$ cat config.mk
export PLATFORM = sky130hd
export DESIGN_NAME = sub_nibble_seq_flat
export DESIGN_NICKNAME = d
export VERILOG_FILES = /design/src/rtl/sub_nibble_seq_if.sv /design/src/rtl/sub_nibble_seq.sv /design/src/flat_wrapper.sv
export SDC_FILE = /design/constraint.sdc
export NUM_CORES = 1
export LEC_CHECK = 0
export CAP_MARGIN = 10
export CORE_MARGIN = 2
export CORE_UTILIZATION = 45
export CTS_CLUSTER_SIZE = 20
export DETAILED_ROUTE_END_ITERATION = 6
export PLACE_DENSITY = 0.72
export SLEW_MARGIN = 15
export SYNTH_ARGS = -nofsm -noshare
export SYNTH_HDL_FRONTEND = slang
export SYNTH_SLANG_ARGS = --single-unit
$ cat constraint.sdc
create_clock -name clk -period 2.2 [get_ports clk]
set_input_delay 0.44 -clock clk [delete_from_list [all_inputs] [get_ports clk]]
set_output_delay 0.44 -clock clk [all_outputs]
set_load 0.01 [all_outputs]
$ cat src/rtl/sub_nibble_seq_if.sv
// sub_nibble_seq_if: operand/result handshake plus the shared 4-bit subtractor link
interface sub_nibble_seq_if #(parameter int NIBBLES = 4);
  logic start, Bin, busy, done, Bout, sub_bin, sub_bout;
  logic [4*NIBBLES-1:0] X, Y, Diff;
  logic [3:0] sub_x, sub_y, sub_diff;
  modport master (
    output start, X, Y, Bin, sub_diff, sub_bout,
    input  busy, done, Diff, Bout, sub_x, sub_y, sub_bin
  );
  modport slave (
    input  start, X, Y, Bin, sub_diff, sub_bout,
    output busy, done, Diff, Bout, sub_x, sub_y, sub_bin
  );
endinterface

$ cat src/rtl/sub_nibble_seq.sv
// sub_nibble_seq: multi-nibble X - Y - Bin computed one nibble per clock through one external 4-bit subtractor
module sub_nibble_seq #(parameter int NIBBLES = 4) (
  input logic clk,
  input logic rst_n,
  sub_nibble_seq_if.slave bus
);
  localparam int W  = 4*NIBBLES;
  localparam int IW = NIBBLES > 1 ? $clog2(NIBBLES) : 1;
  typedef enum logic [1:0] {IDLE, RUN, DONE} state_t;
  state_t state_q, state_d;
  logic [W-1:0] xr_q, yr_q, acc_q, acc_d, diff_q;
  logic brw_q, bout_q, accept, last;
  logic [IW-1:0] idx_q;
  assign accept = bus.start && state_q != RUN;
  assign last   = idx_q == IW'(NIBBLES-1);
  always_ff @(posedge clk or negedge rst_n)
    if (!rst_n) state_q <= IDLE;
    else state_q <= state_d;
  always_comb
    state_d = state_q == RUN ? (last ? DONE : RUN) : (bus.start ? RUN : IDLE);
  // accumulator with the current nibble merged in; feeds both acc_q and the final Diff
  always_comb begin
    acc_d = acc_q;
    acc_d[4*idx_q +: 4] = bus.sub_diff;
  end
  always_ff @(posedge clk or negedge rst_n)
    if (!rst_n) begin
      xr_q   <= '0;
      yr_q   <= '0;
      acc_q  <= '0;
      diff_q <= '0;
      brw_q  <= 1'b0;
      bout_q <= 1'b0;
      idx_q  <= '0;
    end else if (accept) begin
      xr_q  <= bus.X;
      yr_q  <= bus.Y;
      brw_q <= bus.Bin;
      acc_q <= '0;
      idx_q <= '0;
    end else if (state_q == RUN) begin
      acc_q <= acc_d;
      brw_q <= bus.sub_bout;
      idx_q <= idx_q + IW'(1);
      if (last) begin
        diff_q <= acc_d;
        bout_q <= bus.sub_bout;
      end
    end
  always_comb begin
    bus.busy    = state_q == RUN;
    bus.done    = state_q == DONE;
    bus.Diff    = diff_q;
    bus.Bout    = bout_q;
    bus.sub_x   = state_q == RUN ? xr_q[4*idx_q +: 4] : 4'd0;
    bus.sub_y   = state_q == RUN ? yr_q[4*idx_q +: 4] : 4'd0;
    bus.sub_bin = state_q == RUN && brw_q;
  end
endmodule
$ cat src/flat_wrapper.sv
// flat-port wrapper written by rule: the top's interface ports become plain ports
module sub_nibble_seq_flat 
#(parameter int NIBBLES = 4)
  (clk, rst_n, bus_start, bus_X, bus_Y, bus_Bin, bus_sub_diff, bus_sub_bout, bus_busy, bus_done, bus_Diff, bus_Bout, bus_sub_x, bus_sub_y, bus_sub_bin);
  sub_nibble_seq_if #(.NIBBLES(NIBBLES)) bus_i ();
  input logic clk;
  input logic rst_n;
  input wire logic [$bits(bus_i.start)-1:0] bus_start;
  input wire logic [$bits(bus_i.X)-1:0] bus_X;
  input wire logic [$bits(bus_i.Y)-1:0] bus_Y;
  input wire logic [$bits(bus_i.Bin)-1:0] bus_Bin;
  input wire logic [$bits(bus_i.sub_diff)-1:0] bus_sub_diff;
  input wire logic [$bits(bus_i.sub_bout)-1:0] bus_sub_bout;
  output wire logic [$bits(bus_i.busy)-1:0] bus_busy;
  output wire logic [$bits(bus_i.done)-1:0] bus_done;
  output wire logic [$bits(bus_i.Diff)-1:0] bus_Diff;
  output wire logic [$bits(bus_i.Bout)-1:0] bus_Bout;
  output wire logic [$bits(bus_i.sub_x)-1:0] bus_sub_x;
  output wire logic [$bits(bus_i.sub_y)-1:0] bus_sub_y;
  output wire logic [$bits(bus_i.sub_bin)-1:0] bus_sub_bin;
  assign bus_i.start = bus_start;
  assign bus_i.X = bus_X;
  assign bus_i.Y = bus_Y;
  assign bus_i.Bin = bus_Bin;
  assign bus_i.sub_diff = bus_sub_diff;
  assign bus_i.sub_bout = bus_sub_bout;
  assign bus_busy = bus_i.busy;
  assign bus_done = bus_i.done;
  assign bus_Diff = bus_i.Diff;
  assign bus_Bout = bus_i.Bout;
  assign bus_sub_x = bus_i.sub_x;
  assign bus_sub_y = bus_i.sub_y;
  assign bus_sub_bin = bus_i.sub_bin;
  sub_nibble_seq #(.NIBBLES(NIBBLES)) u_core (.clk(clk), .rst_n(rst_n), .bus(bus_i));
endmodule
# Yosys cells after proc, flatten, opt, wreduce, memory -nomap -nowiden
# Index checks and enable logic that the tools add are counted.
# word_totals
reg_bits	70
in_bits	41
out_inout_bits	28
word_cells	35
# classes
addsub	2
eq_ne	4
shift	4
muxes	12
n_bitwise	1
n_reduce_logical	4
# ops
operator	count
$neg A4 Y34	1
$shift A4 B34 Y16 const A	1
$shiftx A4 B34 Y16	1
$mux W16	2
$shiftx A16 B5 Y4	2
$bwmux W16	1
$mux W2	4
$mux W4	2
$eq A2 B2 Y1 const B	2
$mux W1	3
$reduce_and A3 Y1	1
$add A2 B1 Y2 const B	1
$eq A2 B1 Y1 const B	1
$logic_and A1 B1 Y1	2
$ne A2 B1 Y1 const B	1
$reduce_bool A2 Y1	1
$not A1 Y1	1

# Depth between registers and ports, before layout
# logic_depth
ltp_word	5
ltp_mapped	8
ltp_nobuf	5

# Worst setup path after synthesis
# OpenSTA, ideal clock, no wires.
# synth_timing
kind	register -> register
startpoint	register u_core.idx_q[1]
endpoint	register u_core.acc_q[0]
setup_time_ns	0.121
arrival_time_ns	1.812
required_ns	2.079
setup_slack_ns	0.267
path_stages_with_launch	7
path_buffers	1
synth_period_minus_slack_ns	1.933
path_cell_list	dfrtp_1 clkbuf_1 inv_1 ha_1 and4bb_2 and2_1 a22o_1
# synth_between
elab_chain_len	5
elab_cells_between_ends	6
classes_between	add/sub (1); shift (2); mux (3)
# synth_lines
element	line_no	rtl
start, declared	sub_nibble_seq.sv:13	logic [IW-1:0] idx_q;
start signal, assigned	sub_nibble_seq.sv:44	idx_q <= idx_q + IW'(1);
$neg A4 Y34 *	sub_nibble_seq.sv:24	acc_d[4*idx_q +: 4] = bus.sub_diff;
$shiftx A4 B34 Y16 / $shift A4 B34 Y16 (equally long branches)	sub_nibble_seq.sv:24	
$bwmux W16 *	sub_nibble_seq.sv:24	
$mux W16 *	sub_nibble_seq.sv:41	end else if (state_q == RUN) begin
$mux W16 *	sub_nibble_seq.sv:35	end else if (accept) begin
end signal, assigned	sub_nibble_seq.sv:30	acc_q <= '0;
end signal, assigned	sub_nibble_seq.sv:39	acc_q <= '0;
end signal, assigned	sub_nibble_seq.sv:42	acc_q <= acc_d;
end, declared	sub_nibble_seq.sv:11	logic [W-1:0] xr_q, yr_q, acc_q, acc_d, diff_q;
# Every way passes the cells marked *; elsewhere a longest branch is shown, timed or not. The select of a mux whose other input is x is not followed.
# A chain may end at the register's enable or synchronous reset.

# Worst setup path after layout
# layout_timing
startpoint	register u_core.idx_q[0]
endpoint	output port bus_sub_x[2]
# layout_between
elab_chain_len	2
# layout_lines
element	line_no	rtl
$shiftx A16 B5 Y4	sub_nibble_seq.sv:55	bus.sub_x = state_q == RUN ? xr_q[4*idx_q +: 4] : 4'd0;
$mux W4	sub_nibble_seq.sv:55	
end, declared	flat_wrapper.sv:18	output wire logic [$bits(bus_i.sub_x)-1:0] bus_sub_x;
# Every way passes these cells.

==> results.txt <==
run status: finished clean
Max clock buf depth: 2
synthesized area per cell: 12.9 sq um
worst path arrival time: 1.74 ns
CTS tree: done
ys async rst share: 100%
post-layout min period: 2.18 ns
Initial Util: 47.1%
Fin Hold WS: 0.118 ns
post-route ant nets: 0
flop-to-flop setup slack: 0.23 ns
final setup vio count: 0
fin. max-slew vios: 0
final std cells w/o fill: 438
Setup CP Type: reg -> out
DRC viols: 0
root buf cell: clkbuf_8
die area: 0.00792 sq mm
final worst path period share: 99.0%
clock sink count: 70
row cnt: 30
worst r2r path cells: 7
synthesized flop and latch total: 70
number of global-route vias before repair: 2289
Fmax: 459 MHz
final hold vios: 0
P_leak: 0.00188 uW
length of the first detailed-routing pass in iterations: 4
share of cells above drive strength 1: 28.9%
number of synthesized flops with an enable pin: 0
synthesized netlist cell count: 252
Synth area leader: dfrtp_1
global-route wire length before repair: 10800 um
reg-to-reg endpoint: u_core.acc_q[2]$_DFFE_PN0P_
RSZ-0062 raised after global routing: yes
CTS Buf Count: 9
grt ovf: 0
nets: 386
worst slew pin tran: 0.377 ns
global-route usage over all layers: 18.2%
PwrDens: 1470 mW/mm^2
top cell type's share of synthesized area: 53.9%
IO Port Bufs: 68
Mapped Area: 0.00325 sq mm
Rel. slew slack: 74.1%
initial antenna violation count: 0
diode count: 0
# fillers: 609
CP required: 1.76 ns
Layout Area Growth over Synthesis: 32.6%
VDD IR max: 0.000792 V
predominant post-synthesis flop cell: dfrtp_1
DP HPWL: 4470 um
largest net degree at the start of global routing: 71
crit-path max FO: 4
Synth warnings: 0
Detailed Route Iter0 Violations: 90
routed via count: 2283
register area share after synthesis: 53.9%
IO Count: 69
H-tree Lvls: 3
CP Capture Type: output pin
Via density: 5.21
Hold Crit Class: in -> async
final WL: 6650 um
Worst-Skew Late Latency: 0.34 ns
clk_skew: 0.00833 ns
max-cap violation count: 0
Yosys cell types: 32
core area: 0.00691 sq mm
largest cells by area after synthesis: dfrtp_1 54%, mux2_2 12%, mux4_2 3.5%
net count after synthesis: 299
Clock transition at path regs: 0.07 ns
Die X: 89.0 um
die height: 89.0 um
Routed WL per cell: 15.2 um
startpoint types: flop
Critical R2R Launch: u_core.idx_q[0]$_DFFE_PN0P_
Routability Congestion: 0.729
total power: 6330 uW
dpl cells: 414
[power by group]
group	total (uW)	internal [uW]	switching, uW	leakage [uW]
sequential	2170	1880	290	0.000856
combinational	3210	1860	1360	0.000931
clock	943	489	455	0.0000914
[critical path: stages, from the launching register on]
cell	delay, ns
dfrtp_2	0.43
buf_4	0.14
buf_4	0.13
mux4_2	0.42
and2_4	0.18
buf_6	0.11
[cells in the mapped netlist (all sizes together) (4+ instances only)]
cell and count:
dfrtp 70, mux2 34, a21oi 22, nor2 19
nor2b 14, and2 12, buf 11, mux4 8
a22o 6, a31oi 6, a32o 6, ha 6
clkbuf 5, mux2i 5, nand2b 5, nand4 4
o2bb2ai 4
[cell families (layout without fill, tap and decap cells)]
| family | Yosys count | in the layout | share of synthesized area [%] |
|---|---|---|---|
| buffers and inverters | 19 | 109 | 3.58 |
| muxes | 47 | 47 | 19.2 |
| DFF | 70 | 70 | 53.9 |
| and+or+nand+nor | 64 | 64 | 11.6 |
| adders and majority gates | 6 | 6 | 2.31 |
| AOI/OAI and AO/OA | 46 | 46 | 9.47 |
[area by class of cell]
class	instances	area, sq um	share of cell area [%]
clock buffers	13	169	3.92
flip-flops and latches	70	1750	40.7
well taps	96	120	2.79
multi-input cells	163	1390	32.3
inverters	3	16.3	0.377
clock inverters	1	5.00	0.116
repair buffers	92	857	19.9
[worst max-delay path by stage]
stage                                start  cells after the start                          end
3_5_place_dp   u_core.idx_q[0]$_DFFE_PN0P_                      4                 bus_sub_x[1]
5_1_grt        u_core.idx_q[0]$_DFFE_PN0P_                      5                 bus_sub_y[1]
6_report       u_core.idx_q[0]$_DFFE_PN0P_                      5                 bus_sub_x[2]
4_1_cts        u_core.idx_q[0]$_DFFE_PN0P_                      5                 bus_sub_x[1]
2_1_floorplan  u_core.idx_q[1]$_DFFE_PN0P_                      6  u_core.acc_q[0]$_DFFE_PN0P_
3_3_place_gp   u_core.idx_q[0]$_DFFE_PN0P_                      4                 bus_sub_x[1]
[metal layers]
| layer | track usage (%) | part of all wire, % | vias up |
|---|---|---|---|
| met3 | 4.89 | 5.4 | 9 |
| met2 | 28.8 | 49 | 58 |
| met5 | 0 | 0 | - |
| met1 | 23.9 | 45 | 1126 |
| met4 | 7.33 | 1.4 | 0 |
| li1 | - | - | 1090 |
[through the flow]
| stage | cell area (sq um) | setup TNS [ns] | setup WS, ns | util, % |
|---|---|---|---|---|
| 2_1_floorplan | 3250 | 0 | 0.267 | - |
| 3_3_place_gp | 4070 | -0.290 | -0.0636 | 59.0 |
| 3_5_place_dp | 4070 | -0.331 | -0.0750 | 59.0 |
| 4_1_cts | 4310 | -0.0102 | -0.0102 | 62.4 |
| 5_1_grt | 4310 | -0.0952 | -0.0270 | 62.4 |
| 6_report | 4310 | 0 | 0.0209 | 62.4 |
[cells in the final DEF (no fill, tap or decap), types with 4 or more instances in the layout]
master | netlist | final
dfrtp_1 | 70 | 69
nand2b_1 | 4 | 4
a21oi_1 | 22 | 22
buf_2 | 5 | 7
and2_4 | 0 | 4
o2bb2ai_1 | 4 | 4
mux2i_1 | 5 | 5
a22o_1 | 6 | 6
and2_1 | 12 | 8
ha_1 | 6 | 6
nor2_1 | 19 | 19
a31oi_1 | 6 | 6
mux2_2 | 34 | 34
mux4_2 | 5 | 7
clkbuf_8 | 0 | 12
a32o_1 | 6 | 6
clkdlybuf4s50_1 | 0 | 59
nor2b_1 | 14 | 14
nand4_1 | 4 | 4
buf_4 | 4 | 21
[timing repair]
item                       4_1_cts  5_1_grt
setup endpoints to repair       10        7
setup buffers                   10        0
resized for setup               40        5
hold buffers                     0        0
pin swaps                        4        1
hold endpoints to repair         0        0
[registers in the layout (all words and copies together), names as in the netlist]
| signal | cells |
|---|---|
| u_core.bus.Diff | 16 |
| u_core.xr_q | 16 |
| u_core.bus.Bout | 1 |
| u_core.brw_q | 1 |
| u_core.acc_q | 16 |
| u_core.state_q | 2 |
| u_core.idx_q | 2 |
| u_core.yr_q | 16 |
(Power assumes the default switching activity.)
